### config.mk
export PLATFORM = sky130hd
export DESIGN_NAME = bcp_round_sched
export DESIGN_NICKNAME = d
export VERILOG_FILES = /design/src/rtl/bcp_round_sched_pkg.sv /design/src/rtl/bcp_round_sched_ucq.sv /design/src/rtl/bcp_round_sched.sv
export SDC_FILE = /design/constraint.sdc
export NUM_CORES = 1
export LEC_CHECK = 0
export CAP_MARGIN = 40
export CORE_MARGIN = 2
export CORE_UTILIZATION = 51
export CTS_CLUSTER_DIAMETER = 150
export DETAILED_ROUTE_END_ITERATION = 12
export PLACE_DENSITY = 0.91
export SYNTH_ARGS = -nofsm -noshare
export SYNTH_HDL_FRONTEND = slang
export SYNTH_HIERARCHICAL = 1
export SYNTH_SLANG_ARGS = --single-unit
### constraint.sdc
create_clock -name clk -period 3.9 [get_ports clk]
set_clock_uncertainty 0.2 [all_clocks]
set_input_delay 0.39 -clock clk [delete_from_list [all_inputs] [get_ports clk]]
set_output_delay 0.39 -clock clk [all_outputs]
set_load 0.01 [all_outputs]
### src/rtl/bcp_round_sched_pkg.sv
// Shared types and defaults for the BCP round scheduler.
// Literals are 11-bit two's complement (0 = empty slot); clauses hold three literals, slot 0 in the LSBs.
package bcp_round_sched_pkg;

    localparam int LIT_WIDTH      = 11;
    localparam int CLA_LENGTH     = 3;
    localparam int NUM_CLAUSE_DEF = 4;
    localparam int UCQ_DEPTH_DEF  = 8;
    localparam int DRAIN_MIN_DEF  = 2;

    typedef logic signed [LIT_WIDTH-1:0] lit_t;
    typedef lit_t [CLA_LENGTH-1:0]        cla_t;

    typedef enum logic [2:0] {
        ST_IDLE,
        ST_POP,
        ST_STREAM,
        ST_DRAIN,
        ST_SAT_DONE,
        ST_CONF_DONE
    } state_t;

endpackage

### src/rtl/bcp_round_sched_ucq.sv
// Pending unit-clause FIFO. Head/tail pointers carry one wrap bit.
// A flush clears the queue and may load a first entry in the same cycle.
module bcp_ucq #(
    parameter int DEPTH = 8,
    parameter int WIDTH = 11
) (
    input  logic             clk,
    input  logic             rst_n,
    input  logic             flush,
    input  logic             push,
    input  logic [WIDTH-1:0] push_data,
    input  logic             pop,
    output logic [WIDTH-1:0] pop_data,
    output logic             full,
    output logic             empty
);

    localparam int AW = $clog2(DEPTH);

    logic [WIDTH-1:0] mem [DEPTH];
    logic [AW:0]      head;
    logic [AW:0]      tail;
    logic             wr_en;
    logic [AW-1:0]    wr_idx;

    assign empty    = (head == tail);
    assign full     = (head[AW] != tail[AW]) && (head[AW-1:0] == tail[AW-1:0]);
    assign pop_data = mem[head[AW-1:0]];

    assign wr_en  = push && (flush || !full);
    assign wr_idx = flush ? '0 : tail[AW-1:0];

    always_ff @(posedge clk) begin
        if (rst_n) begin
            head <= '0;
            tail <= '0;
        end else if (flush) begin
            head <= '0;
            tail <= {{AW{1'b0}}, push};
        end else begin
            if (push && !full)
                tail <= tail + 1'b1;
            if (pop && !empty)
                head <= head + 1'b1;
        end
    end

    always_ff @(posedge clk) begin
        if (wr_en)
            mem[wr_idx] <= push_data;
    end

endmodule

### src/rtl/bcp_round_sched.sv
// Round sequencer for the BCP datapath: pops one unit clause per round, streams all
// clauses from clause memory behind it, then waits for the clause arbiter to drain.
module bcp_round_sched
    import bcp_round_sched_pkg::*;
#(
    parameter int NUM_CLAUSE = NUM_CLAUSE_DEF,
    parameter int UCQ_DEPTH  = UCQ_DEPTH_DEF,
    parameter int DRAIN_MIN  = DRAIN_MIN_DEF
) (
    input  logic                          clk,
    input  logic                          rst_n,
    input  logic                          start_i,
    input  lit_t                          init_uc,
    input  logic                          new_uc_valid,
    input  lit_t                          new_uc,
    output logic                          new_uc_ready,
    output logic                          mem_rd_en,
    output logic [$clog2(NUM_CLAUSE)-1:0] mem_rd_addr,
    input  cla_t                          mem_rd_data,
    output logic                          mem2carb_uc_valid,
    output lit_t                          mem2carb_uc,
    output logic                          mem2carb_start,
    output logic                          mem2carb_finish,
    output cla_t                          mem2carb_clause,
    input  logic                          carb_empty,
    input  logic                          conflict,
    output logic                          busy,
    output logic                          sat_done,
    output logic                          conf_done,
    output logic [15:0]                   round_cnt
);

    localparam int            AW        = $clog2(NUM_CLAUSE);
    localparam int            DW        = $clog2(DRAIN_MIN + 2);
    localparam logic [AW-1:0] LAST_ADDR = AW'(NUM_CLAUSE - 1);

    state_t        state, state_d;
    logic [AW-1:0] addr_q, addr_d;
    logic [DW-1:0] drain_q, drain_d;
    logic          pend_q, pend_d;
    logic          pend_last_q, pend_last_d;
    logic          cnt_clr, cnt_inc;

    logic          q_flush, q_push, q_pop, q_full, q_empty;
    lit_t          q_push_data, q_head;

    bcp_ucq #(
        .DEPTH(UCQ_DEPTH),
        .WIDTH(LIT_WIDTH)
    ) u_ucq (
        .clk       (clk),
        .rst_n     (rst_n),
        .flush     (q_flush),
        .push      (q_push),
        .push_data (q_push_data),
        .pop       (q_pop),
        .pop_data  (q_head),
        .full      (q_full),
        .empty     (q_empty)
    );

    assign busy         = (state == ST_POP) || (state == ST_STREAM) || (state == ST_DRAIN);
    assign sat_done     = (state == ST_SAT_DONE);
    assign conf_done    = (state == ST_CONF_DONE);
    assign new_uc_ready = !q_full;

    always_comb begin
        state_d           = state;
        addr_d            = addr_q;
        drain_d           = drain_q;
        cnt_clr           = 1'b0;
        cnt_inc           = 1'b0;
        q_flush           = 1'b0;
        q_pop             = 1'b0;
        q_push            = busy && new_uc_valid && !q_full && (new_uc != '0);
        q_push_data       = new_uc;
        mem_rd_en         = 1'b0;
        mem_rd_addr       = '0;
        mem2carb_uc_valid = 1'b0;
        mem2carb_uc       = '0;
        mem2carb_start    = 1'b0;
        mem2carb_finish   = 1'b0;
        mem2carb_clause   = '0;

        case (state)
            ST_IDLE, ST_SAT_DONE, ST_CONF_DONE: begin
                if (start_i) begin
                    state_d     = ST_POP;
                    cnt_clr     = 1'b1;
                    q_flush     = 1'b1;
                    q_push      = (init_uc != '0);
                    q_push_data = init_uc;
                end
            end
            ST_POP: begin
                if (q_empty) begin
                    state_d = ST_SAT_DONE;
                end else begin
                    q_pop             = 1'b1;
                    mem2carb_uc_valid = 1'b1;
                    mem2carb_uc       = q_head;
                    mem_rd_en         = 1'b1;
                    addr_d            = '0;
                    cnt_inc           = 1'b1;
                    state_d           = ST_STREAM;
                end
            end
            ST_STREAM: begin
                // Issue of address N overlaps the return of N-1, so starts are back-to-back.
                if (addr_q != LAST_ADDR) begin
                    mem_rd_en   = 1'b1;
                    mem_rd_addr = addr_q + 1'b1;
                    addr_d      = addr_q + 1'b1;
                end
                if (pend_q) begin
                    mem2carb_start  = 1'b1;
                    mem2carb_clause = mem_rd_data;
                    if (pend_last_q) begin
                        mem2carb_finish = 1'b1;
                        drain_d         = DW'(DRAIN_MIN);
                        state_d         = ST_DRAIN;
                    end
                end
            end
            ST_DRAIN: begin
                if (drain_q != '0)
                    drain_d = drain_q - 1'b1;
                else if (carb_empty)
                    state_d = ST_POP;
            end
            default: state_d = ST_IDLE;
        endcase

        if (busy && conflict) begin
            state_d = ST_CONF_DONE;
            q_flush = 1'b1;
            q_push  = 1'b0;
            q_pop   = 1'b0;
            cnt_inc = 1'b0;
        end
    end

    assign pend_d      = mem_rd_en && !(busy && conflict);
    assign pend_last_d = (mem_rd_addr == LAST_ADDR);

    always_ff @(posedge clk) begin
        if (rst_n) begin
            state       <= ST_IDLE;
            addr_q      <= '0;
            drain_q     <= '0;
            pend_q      <= 1'b0;
            pend_last_q <= 1'b0;
            round_cnt   <= '0;
        end else begin
            state       <= state_d;
            addr_q      <= addr_d;
            drain_q     <= drain_d;
            pend_q      <= pend_d;
            pend_last_q <= pend_last_d;
            if (cnt_clr)
                round_cnt <= '0;
            else if (cnt_inc && (round_cnt != '1))
                round_cnt <= round_cnt + 16'd1;
        end
    end

endmodule

# After elaboration in Yosys (flattened, before gate mapping)
# Memories as Yosys holds them, arrays and structs flattened. A register that Yosys moved wholly into a read port is not among the register bits.
# Cells that the tools add are included.
[op_classes]
n_addsub = 5
n_eq_ne = 24
muxes = 46
reduce_logical = 31
[ops]
columns = ["op", "n"]
rows = [
  ["$mux W33", 2],
  ["$mux W11", 4],
  ["$mux W3", 10],
  ["$reduce_bool A11 Y1", 2],
  ["$mux W1", 19],
  ["$add A16 B1 Y16 const B", 1],
  ["$ne A16 B16 Y1 const B", 1],
  ["$mux W2", 7],
  ["$ne A2 B2 Y1 const B", 7],
  ["$ne A3 B2 Y1 const B", 4],
  ["$pmux W3 S4", 1],
  ["$logic_and A1 B1 Y1", 10],
  ["$reduce_and A5 Y1", 2],
  ["$add A4 B1 Y4 const B", 2],
  ["$pmux W2 S2", 2],
  ["$reduce_bool A2 Y1", 4],
  ["$eq A3 B2 Y1 const B", 2],
  ["$eq A3 B3 Y1 const B", 2],
  ["$reduce_or A2 Y1", 3],
  ["$eq A4 B4 Y1", 1],
  ["$ne A2 B1 Y1 const B", 2],
  ["$reduce_and A4 Y1", 1],
  ["$eq A3 B1 Y1 const B", 1],
  ["$eq A3 B3 Y1", 1],
  ["other kinds (11)", 15],
]
[word_totals]
ff_bits = 33
ram_bits = 88
in_bits = 61
out_inout_bits = 70
word_cells = 117
mem_count = 1
[memory_table]
columns = ["memory", "depth", "width", "rd", "rd_clocked_by_memory_dff", "write_ports", "line", "source"]
rows = [
  ["u_ucq.mem", 8, 11, 1, 1, 1, "bcp_round_sched_ucq.sv:20", "logic [WIDTH-1:0] mem [DEPTH];"],
]

# Longest topological paths before layout
[depth]
ltp_word = 12
ltp_mapped = 12
ltp_nobuf = 11

# Cells and area by module
# Netlist, hierarchy kept.
[by_module_without_submodules]
columns = ["mod", "instances", "cells_each", "area_each_um2", "seq_area_each_um2"]
rows = [
  ["bcp_ucq", 1, 204, 3962.6, 2862.7],
  ["bcp_round_sched", 1, 252, 1895.6, 500.5],
]

# Worst setup path after synthesis
# Ideal clock, no wire load.
[synth_path]
path_kind = "input port to flip-flop"
start = "input port start_i"
end = "memory u_ucq.mem[4][0] (enable)"
arrival_ps = 2919
required_time_ps = 3292
setup_slack_ps = 373
stages = 9
cell_sequence = "nor2b_1 > and2_1 > clkbuf_1 > clkbuf_1 > o41ai_1 > a22oi_1 > clkbuf_1 > nand3b_1 > nor4_1"
[synth_between]
elab_cells_between_ends = 11
classes_between = "mux (9); reduce/logical (2)"
[synth_lines]
columns = ["item", "line", "source"]
rows = [
  ["from (decl)", "bcp_round_sched.sv:12", "input logic start_i,"],
  ["$mux W1", "bcp_round_sched.sv:87", "if (start_i) begin"],
  ["$mux W1", "bcp_round_sched.sv:85", "case (state)"],
  ["$mux W1", "bcp_round_sched.sv:134", "if (busy && conflict) begin"],
  ["named net q_push", "bcp_round_sched.sv:44", "logic q_flush, q_push, q_pop, q_full, q_empty;"],
  ["$logic_and A1 B1 Y1", "bcp_round_sched_ucq.sv:30", "assign wr_en = push && (flush || !full);"],
  ["$mux W1", "bcp_round_sched_ucq.sv:49", "if (wr_en)"],
  ["$mux W1 (not written as such)", "bcp_round_sched_ucq.sv:50", "mem[wr_idx] <= push_data;"],
  ["to (decl)", "bcp_round_sched_ucq.sv:20", ""],
]
# The timed path passes the listed nets, and every way through them passes these cells.

# Worst setup path in the final report
[layout_path]
start = "register u_ucq.tail[0]"
end = "output port mem2carb_uc[1]"
[layout_between]
elab_chain_cells = 3
[layout_lines]
columns = ["item", "line", "source"]
rows = [
  ["from (decl)", "bcp_round_sched_ucq.sv:22", "logic [AW:0] tail;"],
  ["from (signal assigned)", "bcp_round_sched_ucq.sv:39", "tail <= {{AW{1'b0}}, push};"],
  ["from (signal assigned)", "bcp_round_sched_ucq.sv:42", "tail <= tail + 1'b1;"],
  ["$eq A4 B4 Y1", "bcp_round_sched_ucq.sv:26", "assign empty = (head == tail);"],
  ["named net q_empty", "bcp_round_sched.sv:44", ""],
  ["$mux W11", "bcp_round_sched.sv:96", "if (q_empty) begin"],
  ["$mux W11", "bcp_round_sched.sv:85", ""],
  ["to (decl)", "bcp_round_sched.sv:21", "output lit_t mem2carb_uc,"],
]
# The timed path passes the listed nets, and every way through them passes these cells.

==> results.md <==
* Clock Latency Late Sink at 0.41 ns
* CP Capture Type: output port
* Worst vdd ir at 0.0003239 V
* Setup_tns at 0 ns
* Setup CP Type: register to output port
* Final hold violation count at 0
* Die Y at 111.2 um
* Initial antenna violation count at 0
* Hold crit path type: register to register
* Main synth FF type: edfxtp_1
* DP Area at 7313 um2
* Vias in the first global route at 4549
* Ys async rst share at 0
* Die area at 12360 um2
* Syn nets at 522
* Std cell rows at 39
* Initial DRT Pass Iterations at 5
* DR vias/cell at 6.067
* Yosys top cell area share at 0.4511
* Core box area at 11320 um2
* Number of buffers and inverters on the critical path at 2
* Leak pwr at 2.681 nW
* Critical path's top delay family: simple AND/OR/NAND/NOR gates
* First-pass GRT wire length at 22.53 mm
* Area growth syn-to-layout at 33.96%
* Clock sink count at 124
* Initial DRC count at 310
* Layout cell share with drive strength beyond 1 at 0.1714
* Io pins at 131
* Clock root cell: clkbuf_16
* GRT Total Usage at 0.2354
* Pin count of the biggest net entering global routing at 38
* Req. time, crit path at 3.31 ns
* Slowest cell on crit path: dfxtp_1
* H-tree levels at 4
* Synth top cells by count: edfxtp_1, and3_1, dfxtp_1
* Routed WL at 14.32 mm
* Yosys warnings at 6
* Post-route cell area at 7848 um2
* RSZ-0062 raised after global routing: false
* Fmax at 0.2807 GHz
* Fillers at 760
* Relative slew slack at 0.4455
* Clk buf depth at 2
* Avg WL per Cell at 19.25 um
* Most frequent cell after synthesis: edfxtp_1
* Max-cap violation count at 0
* Run status: finished, final reports clean
* Final net count at 654
* Clock Pin Slew Worst Setup and Hold Paths at 0.05 ns
* GRT overflow at 0
* Post-CTS Setup Inserts at 0
* Distinct cell type count after synthesis at 59
* Die X at 111.2 um
* Slew @ Worst Pin at 0.8306 ns
* PD cells at 401.7 nW/um2
* Post-DP HPWL at 9.768 mm
* Area leader, netlist: edfxtp_1
* CTS tree: built
* Residual DRC at 0
* Crit path max fanout at 17
* CP arrival at 2.97 ns
* Routed Antenna Nets at 0
* Register bit total from synthesis at 124
* IO buf count at 130
* CP peak stage delay at 0.58 ns
* Antenna Cells at 0
* Min Tclk post-route at 3.562 ns
* Final period util at 0.9133
* Total number of vias at 4514
* Mapped Area at 5858 um2
* # hold bufs at CTS at 0
* Final max-slew violation count at 0
* Syn Area/Cell at 12.85 um2
* Routability cong. at 0.9146
* Synth Instances at 456
* Top cells by area, synth: edfxtp_1, dfxtp_1, mux4_2
* Num CTS Buffers at 17
* Sequential share of the synthesized area at 0.5741
* Cell Chain, Critical Path: xnor2_2 > nand3_2 > nor2_1 > or4b_4 > inv_2 > and2_1 > clkdlybuf4s50_1
* Final setup violation count at 0
* Startpoint types: register
* Initial cell density of the core at 0.5175
* Post-CTS sizing at 0
* Number of flops mapped to enable cells by yosys at 88
-- cell type report --
class	count	area (um2)	area share
clock buffers	18	429.2	0.05469
clock inverters	14	105.1	0.01339
inverters	11	43.79	0.005580
multi-input cells	292	2336	0.2977
flip-flops and latches	124	3363	0.4286
well taps	143	178.9	0.02280
repair buffers	142	1391	0.1773
-- cell families (layout without fill, tap and decap cells) --
kind of cell	Yosys count	in the layout	share of synthesized area
adders and majority gates	5	5	0.01068
buffers and inverters	40	185	0.03118
xor gates and xnor gates	6	6	0.01282
and+or+nand+nor	172	172	0.1711
DFF	124	124	0.5741
muxes	49	49	0.1354
AOI/OAI and AO/OA	60	60	0.06472
-- routing by layer --
metal	up-vias	GRT usage	wire length, um
li1	2033	-	-
met1	2223	0.2719	5456
met2	237	0.4187	7450
met3	21	0.07108	1182
met4	0	0.07654	231
met5	-	0	0
-- through the flow --
| step | worst slack (ns) | util | total power, W | cells | hold slack, ns |
|---|---|---|---|---|---|
| 3_3_place_gp | 0.8840 | 0.6460 | 0.001751 | 712 | 0.2856 |
| 2_1_floorplan | 0.3730 | - | 0.001638 | 456 | 0.2591 |
| 5_1_grt | 0.2224 | 0.6932 | 0.003250 | 744 | 0.3196 |
| 6_report | 0.3379 | 0.6932 | 0.003152 | 744 | 0.2988 |
| 3_5_place_dp | 0.8104 | 0.6460 | 0.001767 | 712 | 0.2959 |
| 4_1_cts | 0.3605 | 0.6932 | 0.003171 | 744 | 0.3054 |
-- report_power, final --
| part | total (W) | internal, W | switching [W] |
|---|---|---|---|
| Combinational | 0.000266 | 0.000134 | 0.000131 |
| Sequential | 0.00148 | 0.00146 | 0.0000233 |
| Clock | 0.00141 | 0.000861 | 0.000548 |
-- registers in the layout (all words and copies together) (netlist names), named ones only --
register and flops:
state 3, addr_q 2, u_ucq/mem 88, pend_last_q 1
pend_q 1, u_ucq/head 4, drain_q 2, u_ucq/tail 4
round_cnt 16
-- tightest hold or removal path: stages (launching register included) --
cell and delay, ns:
dfxtp_1 0.31, nor2_1 0.09, a311oi_1 0.05
-- cell usage in the layout, fill, tap and decap left out, types with 4 or more instances in the layout --
cell and count:
dfxtp_1 36, nor2_1 20, a31oi_1 4, mux4_2 22, o31ai_1 5, or3_1 13
or4_1 5, nor3_1 8, mux2_2 22, edfxtp_1 88, buf_4 12, clkinv_1 4
a21oi_1 23, and3_1 38, o21ai_0 10, nand2b_1 5, mux2i_1 5, ha_1 5
and2_1 14, nor4_1 9, clkdlybuf4s50_1 130, nand2_1 21, nand4_1 7, nand3_1 11
clkinv_2 4, clkbuf_16 17, inv_1 9
-- worst paths after layout --
check                         to  cells after the start  slack [ns]          start
hold reg to reg       drain_q[1]                      2        0.30     drain_q[1]
setup reg to reg        register                     11        0.77  u_ucq/tail[0]
setup / recovery  mem2carb_uc[1]                      7        0.34  u_ucq/tail[0]
hold / removal        drain_q[1]                      2        0.30     drain_q[1]
(Power assumes the default switching activity.)
